`src/rtl/delta_decoder.sv`:
```
// delta_decoder: rebuilds an unsigned sample stream from a frame seed followed
// by signed differences, one word per cycle with valid/ready on both sides.
//
// state | meaning
// SEED  | next accepted word is the absolute seed of a new frame
// RUN   | next accepted word is a difference added to prev
module delta_decoder #(
  parameter int DW       = 8,
  parameter bit SATURATE = 1'b1,
  parameter int CNT_W    = 16
) (
  input  logic             clk,
  input  logic             rst_n,
  input  logic             in_valid,
  output logic             in_ready,
  input  logic [DW:0]      in_diff,
  input  logic             in_last,
  output logic             out_valid,
  input  logic             out_ready,
  output logic [DW-1:0]    out_sample,
  output logic             out_first,
  output logic             out_last,
  output logic             out_ovf,
  output logic [CNT_W-1:0] out_count
);

  typedef enum logic {SEED = 1'b0, RUN = 1'b1} state_t;

  state_t               state, state_nx;
  logic [DW-1:0]        prev;
  logic [CNT_W-1:0]     counter;
  logic                 fire_in;
  logic signed [DW+1:0] sum;
  logic [DW-1:0]        sample_nx;
  logic                 ovf_nx;
  logic                 first_nx;
  logic [CNT_W-1:0]     count_nx;

  assign in_ready = !out_valid || out_ready;
  assign fire_in  = in_valid && in_ready;

  // prev zero-extended, difference sign-extended: DW+2 bits hold both extremes
  assign sum = $signed({2'b00, prev}) + $signed({in_diff[DW], in_diff});

  always_comb begin
    state_nx  = state;
    sample_nx = sum[DW-1:0];
    ovf_nx    = 1'b0;
    first_nx  = 1'b0;
    count_nx  = counter;
    if (state == SEED) begin
      sample_nx = in_diff[DW-1:0];
      first_nx  = 1'b1;
      count_nx  = '0;
    end else begin
      // low DW bits of sum are already the wrapped result
      if (sum[DW+1]) begin
        ovf_nx = 1'b1;
        if (SATURATE) sample_nx = '0;
      end else if (sum[DW]) begin
        ovf_nx = 1'b1;
        if (SATURATE) sample_nx = '1;
      end
      count_nx = (&counter) ? counter : counter + 1'b1;
    end
    if (fire_in) state_nx = in_last ? SEED : RUN;
  end

  always_ff @(posedge clk or negedge rst_n) begin
    if (!rst_n) state <= SEED;
    else        state <= state_nx;
  end

  always_ff @(posedge clk or negedge rst_n) begin
    if (!rst_n) begin
      out_valid  <= 1'b0;
      out_sample <= '0;
      out_first  <= 1'b0;
      out_last   <= 1'b0;
      out_ovf    <= 1'b0;
      out_count  <= '0;
      prev       <= '0;
      counter    <= '0;
    end else if (fire_in) begin
      out_valid  <= 1'b1;
      out_sample <= sample_nx;
      out_first  <= first_nx;
      out_last   <= in_last;
      out_ovf    <= ovf_nx;
      out_count  <= count_nx;
      prev       <= sample_nx;
      counter    <= count_nx;
    end else if (out_ready) begin
      out_valid  <= 1'b0;
    end
  end

endmodule

```
`config.mk`:
```
export PLATFORM = sky130hd
export DESIGN_NAME = delta_decoder
export DESIGN_NICKNAME = d
export VERILOG_FILES = /design/src/rtl/delta_decoder.sv
export SDC_FILE = /design/constraint.sdc
export NUM_CORES = 1
export LEC_CHECK = 0
export BUFFER_PORTS_ARGS = -buffer_cell sky130_fd_sc_hd__buf_2
export CORE_UTILIZATION = 39
export CTS_CLUSTER_DIAMETER = 120
export DETAILED_ROUTE_END_ITERATION = 16
export GPL_TIMING_DRIVEN = 0
export SYNTH_ARGS = -nofsm -noshare
export SYNTH_HDL_FRONTEND = slang
export SYNTH_SLANG_ARGS = --single-unit
```
`constraint.sdc`:
```
create_clock -name clk -period 4.46 [get_ports clk]
set_input_delay 0.892 -clock clk [delete_from_list [all_inputs] [get_ports clk]]
set_output_delay 0.892 -clock clk [all_outputs]
set_load 0.05 [all_outputs]
```
==> reports/qor.csv <==
metric,value,unit
grt_pass1_vias,1637,
outcome,finished with violations,
p_per_area,485.7,nW/um^2
setup_ws,1.744,ns
synthCells,203,
syn-num-nets,227,
ir_worst_vdd,0.0001775,V
place_area,2148,sq um
setup-tns-final,0,ns
hold_class,reg2reg,
use_met1,0.2774,
maxCapViolations,0,
setup_viol,0,
cts.htree.levels,2,
violations,DRC,
drv_slew,0,
cts_resized,0,
nFillCells,448,
critPathMaxStageDelay,0.41,ns
utilization,0.4980,
cp_top_family,compound AO/OA/AOI/OAI gates,
cp_max_fo,9,
grt.met3_usage,0.04501,
hold_buffers,0,
grtUsageTotal,0.1912,
post_cts_buffers,0,
nets,276,
num_vias,1697,
synth_seq_area_share,0.3874,
drtAntennaViolNets,0,
netlist.area_leader.share,0.3874,
worstPathRequired,4.61,ns
synthTopCellsByArea,"dfrtp_1, ha_1, xnor2_1",
crit_buf_inv,2,
netlist_area,1873,sq um
drtIter0Drc,81,
core,4474,sq um
worst_pin_slew,0.6693,ns
syn_to_final_growth,18.97,%
drive_gt1_frac,0.2451,
yosysMostFrequentCell,dfrtp_1,
die-width,71.30,um
clock_sinks,29,
root_buffer,clkbuf_8,
clock_latency,0.28,ns
port_buffers,42,
grt_pass1_wl,7700,um
path_cells,"buf_2, ha_1, fa_1, a21o_1, a221oi_1, or3_1, clkbuf_2, o2111ai_1, a2bb2oi_1",
period_share,0.6090,
async_flop_share,1.000,
dieArea,5084,sq um
synth_cell_types,47,
cts.clk_slew.worst_paths,0.06,ns
route.detailed.drc,3,
leakagePower,1.103,nW
drt-total-wl,4445,um
ys_ff_latch,29,
rsz0062_at_grt,no,
rows,24,
skew,0.006332,ns
grt-ovfl-total,0,
period_minus_slack,2.716,ns
slowest_stage,fa_1,
max_freq,368.2,MHz
cts_tree,yes,
initial_utilization,0.4186,
synth_edf_count,0,
die_h,71.30,um
cts_buffers,5,
crit_path_end_kind,flop,
routedWlPerCell,14.57,um
yosysTopAreaCell,dfrtp_1,
slew_headroom,0.5538,
critPathLaunchType,input pin,
gp_congestion,0.7576,
holdWs,0.4745,ns
grt-busiest-layer,met2,
syn_area_per_cell,9.227,sq um
antenna_found_initial,0,
io_pins,43,
grt_start_max_net_pins,30,
num_antenna_cells,0,
dp.cells,297,
dpl.hpwl,3261,um
seqCellArea,725.7,sq um
power,1.082,mW
final_area,2228,sq um
synth_top_flop_cell,dfrtp_1,
arrival,2.87,ns
post-place-ws,1.469,ns
crit_type,in2reg,
instances_no_fill,305,
hold_viol,0,
first_pass_iters,11,
via_per_inst,5.564,
multi_input_comb_area,1109,sq um
use_met2,0.2878,
synth.top_cells.by_count,"dfrtp_1, nand2_1, nor2_1",
synth_warnings,0,
clockBufferDepth,2,
==> worst min-delay path, stage by stage (launching register included) <==
cell and delay [ns]:
dfrtp_1 0.34, nand2_1 0.05, nand2_1 0.05
==> worst paths after layout <==
path	slack, ns	to	start	cells past startpoint
setup / recovery	1.74	prev[7]	in_diff[0]	9
hold / removal	0.47	out_first	out_first	2
setup reg to reg	2.06	prev[7]	prev[0]	8
hold reg to reg	0.47	out_first	out_first	2
max in group asynchronous	3.37	out_last	rst_n	1
min in group asynchronous	0.64	counter[15]	rst_n	1
==> sequential cells by signal, summed over array words and instances, names as in the netlist <==
signal	count
out_last	1
out_ovf	1
state	1
out_valid	1
counter	16
prev	8
out_first	1
==> layer usage <==
metal  vias up  wire [um]
li1        844          -
met1       816       2257
met2        33       2016
met3         4        140
met4         0         30
met5         -          0
==> layout make-up <==
type,instances,share of cell area
sequential,29,0.3257
inverter,2,0.003369
buffer,7,0.01404
clock buffer,8,0.03593
tap,52,0.02920
timing repair buffer,42,0.09433
multi-input combinational,165,0.4975
==> where the power goes <==
| group | leakage (nW) | total (mW) | switching, mW | internal (mW) |
|---|---|---|---|---|
| clock | 0.0395 | 0.207 | 0.0964 | 0.111 |
| sequential | 0.375 | 0.351 | 0.0436 | 0.307 |
| combinational | 0.689 | 0.524 | 0.340 | 0.184 |
==> placed cells by master, fill, tap and decap left out, types with 2 or more instances in the layout <==
cell       synthesis  routed
nor3_1             3       3
o21ai_1            2       2
nor2_1            16      16
xnor2_1           11      11
and3_1            15      15
clkbuf_1           3       6
nand2b_1           6       6
nor4_2             2       2
buf_2              3      45
a221oi_1           2       2
xor2_1             3       3
inv_1              2       2
a2111oi_2          3       3
o211ai_1           3       3
a21o_1             4       4
or4_1              2       2
clkbuf_8           0       5
o21a_1             2       2
or3_1              2       2
and2_1             2       2
a21oi_1           13      13
ha_1               9       9
a211oi_1           2       2
o21ai_0            8       8
nand3_1            9       9
nand2_1           23      23
o22ai_1            3       3
and3b_1            2       2
dfrtp_1           29      29
==> cell families after synthesis <==
logic type	count (synthesis)	synth area share
buffers and inverters	9	0.02070
multiplexers	1	0.005344
AO/OA/AOI/OAI	52	0.1931
flip-flops	29	0.3874
XOR/XNOR	14	0.06547
AND/OR/NAND/NOR	88	0.2572
adder cells (fa/ha/maj)	10	0.07081
Power figures use the tool's default switching activity.
